File: config.mk
export PLATFORM = sky130hd
export DESIGN_NAME = pcie_tx_cmd_splitter
export DESIGN_NICKNAME = d
export VERILOG_FILES = /design/src/rtl/pcie_tx_cmd_splitter.sv
export SDC_FILE = /design/constraint.sdc
export NUM_CORES = 1
export LEC_CHECK = 0
export CORE_MARGIN = 10
export CORE_UTILIZATION = 26
export DETAILED_ROUTE_END_ITERATION = 8
export DONT_BUFFER_PORTS = 1
export SYNTH_ARGS = -nofsm -noshare
export SYNTH_HDL_FRONTEND = slang
export SYNTH_SLANG_ARGS = --single-unit
File: constraint.sdc
create_clock -name clk -period 5.8 [get_ports clk]
set_input_delay 1.74 -clock clk [delete_from_list [all_inputs] [get_ports clk]]
set_output_delay 1.74 -clock clk [all_outputs]
set_load 0.005 [all_outputs]
File: src/rtl/pcie_tx_cmd_splitter.sv
// Splits DMA commands from the TX command FIFO into PCIe requests that respect the payload limit
// and the 4 KB boundary. Optional counters: define PCIE_TX_SPLIT_STATS_EN.
module pcie_tx_cmd_splitter #(
  parameter int unsigned P_CMD_WIDTH  = 46,
  parameter int unsigned P_LEN_WIDTH  = 13,
  parameter int unsigned P_ADDR_WIDTH = 32
) (
  input  logic                    clk,
  input  logic                    rst,
  input  logic [2:0]              max_payload,
  input  logic [2:0]              max_rd_req,
  input  logic                    cmd_empty_n,
  input  logic [P_CMD_WIDTH-1:0]  cmd_rd_data,
  output logic                    cmd_rd_en,
  output logic                    tx_req_valid,
  input  logic                    tx_req_ack,
  output logic                    tx_req_is_write,
  output logic [P_ADDR_WIDTH-1:0] tx_req_addr,
  output logic [10:0]             tx_req_len_dw,
  output logic                    tx_req_last,
  output logic                    busy,
  output logic                    cmd_err
`ifdef PCIE_TX_SPLIT_STATS_EN
  ,
  output logic [31:0]             stat_cmd_cnt,
  output logic [31:0]             stat_req_cnt
`endif
);

  typedef enum logic [1:0] {StIdle, StFetch, StCalc, StIssue} state_e;

  state_e                  state_q, state_d;
  logic                    is_write_q, is_write_d;
  logic [P_ADDR_WIDTH-1:0] addr_q, addr_d;
  logic [P_LEN_WIDTH-1:0]  rem_q, rem_d;
  logic [2:0]              code_q, code_d;
  logic                    req_write_q, req_write_d;
  logic [P_ADDR_WIDTH-1:0] req_addr_q, req_addr_d;
  logic [10:0]             req_len_q, req_len_d;
  logic                    req_last_q, req_last_d;

  logic                    cmd_is_write;
  logic [P_LEN_WIDTH-1:0]  cmd_len;
  logic [P_ADDR_WIDTH-1:0] cmd_addr;
  logic [2:0]              code_c;
  logic [10:0]             lim, bnd, lim_bnd, chunk;

  assign cmd_is_write = cmd_rd_data[P_CMD_WIDTH-1];
  assign cmd_len      = cmd_rd_data[P_ADDR_WIDTH +: P_LEN_WIDTH];
  assign cmd_addr     = cmd_rd_data[P_ADDR_WIDTH-1:0];

  // All three limits are at most 1024 DW, so the chunk fits the 11-bit request length.
  assign code_c  = (code_q > 3'd5) ? 3'd5 : code_q;
  assign lim     = 11'd32 << code_c;
  assign bnd     = 11'd1024 - {1'b0, addr_q[9:0]};
  assign lim_bnd = (lim < bnd) ? lim : bnd;
  assign chunk   = (rem_q < P_LEN_WIDTH'(lim_bnd)) ? rem_q[10:0] : lim_bnd;

  assign cmd_rd_en       = (state_q == StFetch) && cmd_empty_n;
  assign cmd_err         = cmd_rd_en && (cmd_len == '0);
  assign tx_req_valid    = (state_q == StIssue);
  assign busy            = (state_q != StIdle);
  assign tx_req_is_write = req_write_q;
  assign tx_req_addr     = req_addr_q;
  assign tx_req_len_dw   = req_len_q;
  assign tx_req_last     = req_last_q;

  always_comb begin
    state_d     = state_q;
    is_write_d  = is_write_q;
    addr_d      = addr_q;
    rem_d       = rem_q;
    code_d      = code_q;
    req_write_d = req_write_q;
    req_addr_d  = req_addr_q;
    req_len_d   = req_len_q;
    req_last_d  = req_last_q;
    unique case (state_q)
      StIdle: begin
        if (cmd_empty_n) state_d = StFetch;
      end
      StFetch: begin
        if (cmd_empty_n) begin
          is_write_d = cmd_is_write;
          addr_d     = cmd_addr;
          rem_d      = cmd_len;
          code_d     = cmd_is_write ? max_payload : max_rd_req;
          state_d    = (cmd_len == '0) ? StIdle : StCalc;
        end else begin
          state_d = StIdle;
        end
      end
      StCalc: begin
        req_write_d = is_write_q;
        req_addr_d  = addr_q;
        req_len_d   = chunk;
        req_last_d  = (P_LEN_WIDTH'(chunk) == rem_q);
        state_d     = StIssue;
      end
      StIssue: begin
        if (tx_req_ack) begin
          addr_d  = addr_q + P_ADDR_WIDTH'(req_len_q);
          rem_d   = rem_q - P_LEN_WIDTH'(req_len_q);
          state_d = req_last_q ? StIdle : StCalc;
        end
      end
      default: state_d = StIdle;
    endcase
  end

  always_ff @(posedge clk) begin
    if (rst) begin
      state_q     <= StIdle;
      is_write_q  <= 1'b0;
      addr_q      <= '0;
      rem_q       <= '0;
      code_q      <= '0;
      req_write_q <= 1'b0;
      req_addr_q  <= '0;
      req_len_q   <= '0;
      req_last_q  <= 1'b0;
    end else begin
      state_q     <= state_d;
      is_write_q  <= is_write_d;
      addr_q      <= addr_d;
      rem_q       <= rem_d;
      code_q      <= code_d;
      req_write_q <= req_write_d;
      req_addr_q  <= req_addr_d;
      req_len_q   <= req_len_d;
      req_last_q  <= req_last_d;
    end
  end

`ifdef PCIE_TX_SPLIT_STATS_EN
  logic [31:0] stat_cmd_q, stat_req_q;

  always_ff @(posedge clk) begin
    if (rst) begin
      stat_cmd_q <= '0;
      stat_req_q <= '0;
    end else begin
      if (cmd_rd_en && !cmd_err) stat_cmd_q <= stat_cmd_q + 32'd1;
      if (tx_req_valid && tx_req_ack) stat_req_q <= stat_req_q + 32'd1;
    end
  end

  assign stat_cmd_cnt = stat_cmd_q;
  assign stat_req_cnt = stat_req_q;
`endif

endmodule

* Word level (Yosys, flattened, before mapping) *
Cells that the tools add are included.
Widths: inputs -> output; s select.

storage, ports and cells
  input port bits = 56
  bits in latches = 0
  ROM bits = 0
  memory bits (writable) = 0
  memories = 0
  output and inout port bits = 49
  logic and storage cells = 48
  bits in registers = 96

operators by class
  add/subtract/negate cells = 3
  divide/modulo/power cells = 0
  eq/ne operators = 7
  order comparisons = 3
  bitwise gates (word level) = 0
  mux-type cells = 16
  reductions and logical operators = 9
  $mul = 0
  shift operators = 1

operators by type and width
  operator                count
  $mux 32                 2
  $pmux 32 s2             1
  $add 32x11->32          1
  $mux 13                 2
  $pmux 13 s2             1
  $mux 11                 2
  $eq 11x13->1            1
  $logic_not 13->1        1
  $lt 13x11->1            1
  $sub 13x11->13          1
  $lt 11x11->1            1
  $shl 6x3->11 const A    1
  $sub 11x10->11 const A  1
  $mux 2                  5
  $pmux 2 s4              1
  $mux 3                  2
  $eq 2x2->1 const B      2
  $ne 2x2->1 const B      2
  $reduce_and 2->1        2
  $reduce_bool 2->1       2
  $gt 3x3->1 const B      1
  $reduce_and 3->1        1
  $eq 2x1->1 const B      1
  $logic_and 1x1->1       2
  2 further kinds         2

* Depth between registers and ports, before layout *
Gate-level depths: netlist (run 1).

  depth after elaboration = 8
  gate-level depth with buffers = 21
  gate-level depth less buffers = 18

* Least setup slack after synthesis (run 1) *
Ideal clock, no wire load.

  path type = reg-to-reg
  from = register addr_q[2]
  to = register req_len_q[9] (netlist: tx_req_len_dw[9])
  setup time = 87 ps
  slack = 598 ps
  stages on the path, launching flop included = 21
  clock period less this slack = 5202 ps
  path buffers = 3
  data required time = 5713 ps
  data arrival time = 5115 ps
  cell sequence = dfxtp_1 buf_6 or4_1 nor3_1 nand2_1 or3_1 ha_1 nand4_1 or3_1 or4_1 buf_4 nand2_8 mux2_2 ha_1 a21o_1 a21o_1 a2111oi_0 a21oi_1 clkbuf_1 and2_1 o31ai_1

on the way
  cells in the longest elaborated chain, start to end = 5

RTL lines
  item                    line  RTL
  start, declared         34    logic [P_ADDR_WIDTH-1:0] addr_q, addr_d;
  start signal, assigned  125   addr_q <= addr_d;
  $sub 11x10->11 *        55    assign bnd = 11'd1024 - {1'b0, addr_q[9:0]};
  $lt 11x11->1            56    assign lim_bnd = (lim < bnd) ? lim : bnd;
  $mux 11 *               56
  $lt 13x11->1            57    assign chunk = (rem_q < P_LEN_WIDTH'(lim_bnd)) ? rem_q[10:0] : lim_bnd;
  $mux 11 *               57
  end signal, assigned    130   req_len_q <= req_len_d;
  end, declared           39    logic [10:0] req_len_q, req_len_d;

Mark *: on every way between the ends. The rest lies on a longest branch, timed or not.
A chain may end at the register's enable or synchronous reset.

* Worst setup path after layout (run 1) *
  from = register addr_q[4]
  to = register req_len_q[7] (netlist: tx_req_len_dw[7])

The elaborated chain is that of the path after synthesis.

==> results.sh, run 1 <==
export IMPL_status="finished clean"
export IMPL_wl_per_cell_um=18.4
export IMPL_synth_seq_cells=96
export IMPL_drive_gt1_share_pct=6.71
export IMPL_max_stage_delay_ps=570
export IMPL_hold_buffers=0
export IMPL_pwr_density_cell_nw_per_um2=263
export IMPL_finalHoldViolCount=0
export IMPL_drt_iter0_markers=315
export IMPL_crit_arrival_ps=5750
export IMPL_place_hpwl_um=15200
export IMPL_cts_sinks=96
export IMPL_io_pins=105
export IMPL_worst_path_buf_inv=1
export IMPL_drv_slew=0
export IMPL_ys_seq_area_share_pct=31.2
export IMPL_clk_pin_slew_ps=80
export IMPL_post_route_drc_count=0
export IMPL_die_area_um2=30200
export IMPL_slew_headroom_pct=44.6
export IMPL_r2r_start="addr_q[4]"
export IMPL_worstHoldPathType="reg2reg"
export IMPL_avgViaCountPerCell=5.16
export IMPL_crit_type="reg2reg"
export IMPL_cts_buffer_depth=2
export IMPL_fin_crit_sh_pct=94.1
export IMPL_fin_skew_ps=14.5
export IMPL_portBuffers=0
export IMPL_tightestPinTransition_ps=823
export IMPL_grt_pass1_wl_um=31800
export IMPL_synth_distinct_cells=61
export IMPL_syn_area_per_cell_um2=7.62
export IMPL_routed_wl_met2_um=8840
export IMPL_final_common_cell="nand2_1"
export IMPL_gr_total_overflow=0
export IMPL_syn_inst=808
export IMPL_rr_endpoint="tx_req_len_dw[7]"
export IMPL_synthFlopType="dfxtp_1"
export IMPL_rows=56
export IMPL_synth_async_sr_flop_share_pct=0
export IMPL_start_kind="register"
export IMPL_start_util_pct=26.3
export IMPL_setup_slack_ps=343
export IMPL_die_h_um=174
export IMPL_crit_chain="or4_1 > nor3_1 > nand2_1 > or3_1 > ha_1 > nand4_1 > or3_1 > or4_1 > nand2_8 > mux2_2 > ha_1 > a21o_1 > a21o_1 > a2111oi_1 > a21oi_1 > buf_4 > mux2_2 > o21ai_0"
export IMPL_grt_pass1_vias=5245
export IMPL_antenna_found_initial=1
export IMPL_fin_tns_setup_ps=0
export IMPL_syn_area_um2=6160
export IMPL_peakVddDrop_v=0.000124
export IMPL_max_freq_mhz=183
export IMPL_syn_nets=905
export IMPL_power_w=0.00178
export IMPL_cts_tree="yes"
export IMPL_cts_resized=0
export IMPL_crit_path_top_delay_cell="or4_1"
export IMPL_yosys_warnings=0
export IMPL_grt_max_degree=100
export IMPL_clock_latency_ps=370
export IMPL_leakage_nw=2.47
export IMPL_gp_congestion=0.877
export IMPL_wl_met1_um=9410
export IMPL_numCtsBuffers=9
export IMPL_min_period_ps=5460
export IMPL_setup_viol=0
export IMPL_first_pass_iters=5
export IMPL_crit_family="simple AND/OR/NAND/NOR gates"
export IMPL_synth_edf_count=0
export IMPL_critPathCapture="tx_req_len_dw[7]"
export IMPL_path_max_fanout=10
export IMPL_postCtsSetupRepairBufs=0
export IMPL_cts_htree_levels=3
export IMPL_wirelength_um=20500
export IMPL_layout_common_cells="117 x nand2_1, 96 x dfxtp_1, 79 x a21oi_1"
export IMPL_worst_path_stages=18
export IMPL_dp_worst_setup_slack_ps=394
export IMPL_synth_top_area_cell="dfxtp_1"
export IMPL_synthTopCellsByArea="dfxtp_1 31%, ha_1 7.9%, nand2_1 7.2%"
export IMPL_area_delta_synth_final_pct=10.0
export IMPL_netlist_area_leader_share_pct=31.2
export IMPL_track_usage_pct=13.1
export IMPL_core_um2=23400
export IMPL_dr_wl_met3_um=2060
export IMPL_cts_root_buf="clkbuf_16"
export IMPL_top_layer_used="met4"
export IMPL_worstPathRequired_ps=6100
export IMPL_r2r_setup_slack_ps=340
export IMPL_cp_end_kind="register"
export IMPL_timing_max_cap_violations=0
export IMPL_vias=5733
export IMPL_die_w_um=174
export IMPL_rr_worst_depth=18
export IMPL_postRouteAntennaNets=0
export IMPL_startpoint="addr_q[4]"
export IMPL_num_nets_final=882
-- registers in the layout (all words and copies together) (netlist names) --
name             count
is_write_q           1
tx_req_len_dw       11
rem_q               13
code_q               3
tx_req_last          1
state_q              2
tx_req_addr         32
tx_req_is_write      1
addr_q              32
-- synth_stat cells, types with 4 or more instances --
library cell / number
nand2_1: 118
mux2i_1: 10
inv_1: 38
a211oi_1: 32
nor4_1: 9
nor2_1: 74
or2_2: 9
clkbuf_1: 39
o31ai_1: 5
o21ai_0: 37
xor2_1: 7
o211a_1: 4
xnor2_1: 18
a2111oi_0: 5
a311oi_1: 14
nand4_1: 7
mux2_2: 6
nor3_1: 26
or3_1: 13
and3_1: 11
dfxtp_1: 96
o21bai_1: 4
nand3_1: 14
a22oi_1: 4
and2_1: 7
a21o_1: 9
ha_1: 39
o21a_1: 6
a31oi_1: 9
a21oi_1: 79
nor2b_1: 11
buf_1: 4
-- per-stage QoR --
| stage | instances | hold WS [ps] | util (%) | instance area, um^2 |
|---|---|---|---|---|
| finish | 1110 | 454 | 29.0 | 6780 |
| global route | 1110 | 476 | 29.0 | 6780 |
| CTS | 1109 | 456 | 28.9 | 6770 |
| detailed placement | 1093 | 445 | 27.6 | 6470 |
| global placement | 1093 | 443 | 27.6 | 6470 |
| floorplan | 808 | 432 | - | 6160 |
-- worst min-delay path by stage --
stage                          start  cells past startpoint  slack, ps               to
after floorplan           is_write_q                      2        430  tx_req_is_write
after global placement    is_write_q                      2        440  tx_req_is_write
after detailed placement  is_write_q                      2        450  tx_req_is_write
after CTS                 is_write_q                      2        460  tx_req_is_write
after global routing      is_write_q                      2        480       is_write_q
final                     is_write_q                      2        450  tx_req_is_write
-- cell families (layout without fill, tap and decap cells) --
group / Yosys count / count (layout) / synth area share [%]
xor+xnor: 25 / 25 / 3.56
flops: 96 / 96 / 31.2
compound gates: 229 / 229 / 24.1
other cells: 0 / 1 / 0
simple gates: 315 / 315 / 24.1
buf+inv: 85 / 67 / 5.55
mux: 17 / 17 / 2.97
fa+ha+maj: 41 / 41 / 8.57
-- per-layer routing --
layer	vias up	track usage [%]
met5	-	0
met4	0	2.78
met3	12	5.14
met2	177	19.1
met1	2679	17.8
li1	2865	-
-- worst min-delay path: stages (launching register included) --
cell	delay (ps)
dfxtp_1	310
nand2_1	50
a21oi_1	50
-- where the power goes --
| part | total, W | internal, W | switching (W) |
|---|---|---|---|
| sequential | 0.000732 | 0.000688 | 0.0000449 |
| combinational | 0.000439 | 0.000191 | 0.000247 |
| clock | 0.000612 | 0.000304 | 0.000308 |
-- layout make-up --
class                   instances  area (um^2)
clock inverters                 7         72.6
multi-input cells             627         3920
well taps                     319          399
inverters                      38          143
clock buffers                   9          225
diodes                          1         2.50
fillers                      2583        16600
repair buffers                 13         97.6
flip-flops and latches         96         1920
(Power assumes the default switching activity.)
==> inputs of run 2 (changes only) <==
--- a/config.mk
+++ b/config.mk
@@ -12,3 +12,4 @@
 export SYNTH_ARGS = -nofsm -noshare
 export SYNTH_HDL_FRONTEND = slang
 export SYNTH_SLANG_ARGS = --single-unit
+export TNS_END_PERCENT = 30
==> constraint.sdc (replaced) <==
create_clock -name clk -period 6.2 [get_ports clk]
set_input_delay 1.86 -clock clk [delete_from_list [all_inputs] [get_ports clk]]
set_output_delay 1.86 -clock clk [all_outputs]
set_load 0.005 [all_outputs]
==> run 2 against run 1 <==
Sequential power is 6.1% lower. Sequential cell count stayed put. Worst setup slack better by 42 ps. Largest cell class unchanged. Final cell count is 0.36% lower. Worst hold slack better by 5.6 ps. Routed wire length is 0.55% lower. Count of clock-buffer cells in the layout stayed put. Global-route usage is 0.082 points higher. Design area is 0.50% lower. First-iteration DRC count is 82% higher. Sequential share of layout area is 0.14 points higher.
==> results.sh, run 2 (synthesized netlist as in run 1, its figures left out) <==
export IMPL_io_pins=105
export IMPL_finalHoldViolCount=0
export IMPL_portBuffers=0
export IMPL_peakVddDrop_v=0.000116
export IMPL_drive_gt1_share_pct=6.23
export IMPL_grt_pass1_wl_um=32100
export IMPL_fin_tns_setup_ps=0
export IMPL_min_period_ps=5810
export IMPL_status="finished clean"
export IMPL_cts_tree="yes"
export IMPL_path_max_fanout=10
export IMPL_postRouteAntennaNets=0
export IMPL_grt_max_degree=100
export IMPL_die_h_um=174
export IMPL_start_util_pct=26.3
export IMPL_worstPathRequired_ps=6470
export IMPL_die_w_um=174
export IMPL_final_common_cell="nand2_1"
export IMPL_drv_slew=0
export IMPL_num_nets_final=879
export IMPL_rows=56
export IMPL_multi_input_area_um2=3910
export IMPL_wirelength_um=20400
export IMPL_gp_congestion=0.890
export IMPL_first_pass_iters=5
export IMPL_cts_resized=0
export IMPL_max_stage_delay_ps=600
export IMPL_worstHoldPathType="reg2reg"
export IMPL_cts_buffer_depth=2
export IMPL_drt_iter0_markers=574
export IMPL_timing_max_cap_violations=0
export IMPL_crit_chain="or4_1 > nor3_1 > nand2_1 > or3_1 > ha_1 > nand4_1 > or3_1 > or4_1 > nand2_8 > mux2_2 > ha_1 > a21o_1 > a21o_1 > a2111oi_0 > a21oi_1 > buf_4 > or2_2 > a311oi_1"
export IMPL_place_hpwl_um=15200
export IMPL_dp_worst_setup_slack_ps=447
export IMPL_track_usage_pct=13.2
export IMPL_antenna_found_initial=1
export IMPL_rr_worst_depth=18
export IMPL_fin_crit_sh_pct=93.8
export IMPL_tightestPinTransition_ps=772
export IMPL_hold_buffers=0
export IMPL_wl_per_cell_um=18.4
export IMPL_antennaDiodeCount=0
export IMPL_slew_headroom_pct=48.1
export IMPL_area_delta_synth_final_pct=9.49
export IMPL_cp_end_kind="register"
export IMPL_cts_htree_levels=3
export IMPL_avgViaCountPerCell=5.15
export IMPL_core_um2=23400
export IMPL_start_kind="register"
export IMPL_cts_sinks=96
export IMPL_fin_skew_ps=12.3
export IMPL_clock_latency_ps=360
export IMPL_setup_viol=0
export IMPL_post_route_drc_count=0
export IMPL_grt_pass1_vias=5386
export IMPL_numCtsBuffers=9
export IMPL_crit_type="reg2reg"
export IMPL_seqCellArea_um2=1920
export IMPL_max_freq_mhz=172
export IMPL_hold_depth=2
export IMPL_setup_slack_ps=385
export IMPL_pwr_density_cell_nw_per_um2=246
export IMPL_layout_common_cells="117 x nand2_1, 96 x dfxtp_1, 79 x a21oi_1"
export IMPL_postCtsSetupRepairBufs=0
export IMPL_gr_total_overflow=0
export IMPL_leakage_nw=2.46
export IMPL_vias=5700
export IMPL_cts_root_buf="clkbuf_16"
export IMPL_clk_pin_slew_ps=70
export IMPL_die_area_um2=30200
export IMPL_fill_cells=2596
export IMPL_crit_path_top_delay_cell="or4_1"
export IMPL_crit_arrival_ps=6080
export IMPL_power_w=0.00166
export IMPL_rsz0062_at_grt="false"
run 2: path summary, 6_finish.rpt:
kind	start	end	slack, ps
setup / recovery	addr_q[2]	tx_req_len_dw[1]	390
hold / removal	is_write_q	tx_req_is_write	460
setup reg to reg	addr_q[2]	tx_req_len_dw[1]	390
hold reg to reg	is_write_q	tx_req_is_write	460
run 2: stage by stage:
stage	area [um^2]	hold WS, ps	util (%)	instances
6_report	6740	459	28.8	1106
5_1_grt	6740	492	28.8	1106
4_1_cts	6740	457	28.8	1106
3_5_place_dp	6440	446	27.5	1090
3_3_place_gp	6440	444	27.5	1090
2_1_floorplan	6160	432	-	808
run 2: layout make-up:
| type | instances | area share (%) |
|---|---|---|
| clock inverter | 7 | 1.08 |
| inverter | 38 | 2.12 |
| timing repair buffer | 10 | 1.11 |
| tap | 319 | 5.92 |
| sequential | 96 | 28.5 |
| clock buffer | 9 | 3.34 |
| multi-input combinational | 627 | 57.9 |
run 2: power by group:
group	internal (W)	leakage (nW)	switching, W
clock	0.000285	0.143	0.000284
combinational	0.000173	1.53	0.000228
sequential	0.000643	0.779	0.0000440
total	0.00110	2.46	0.000557
run 2: worst max-delay path: cells and delay by family, from the launching register on:
kind	cells	cell delay [ps]
simple gates	9	2860
compound gates	5	1190
fa+ha+maj	2	630
flops	1	410
mux	1	370
buf+inv	1	250
run 2: per-layer routing:
layer / wire [um] / track usage, % / part of all wire [%]
met1: 9720 / 17.9 / 48
met2: 8630 / 19.3 / 42
met3: 1760 / 4.92 / 8.6
met4: 247 / 2.96 / 1.2
met5: 7 / 0 / 0.034
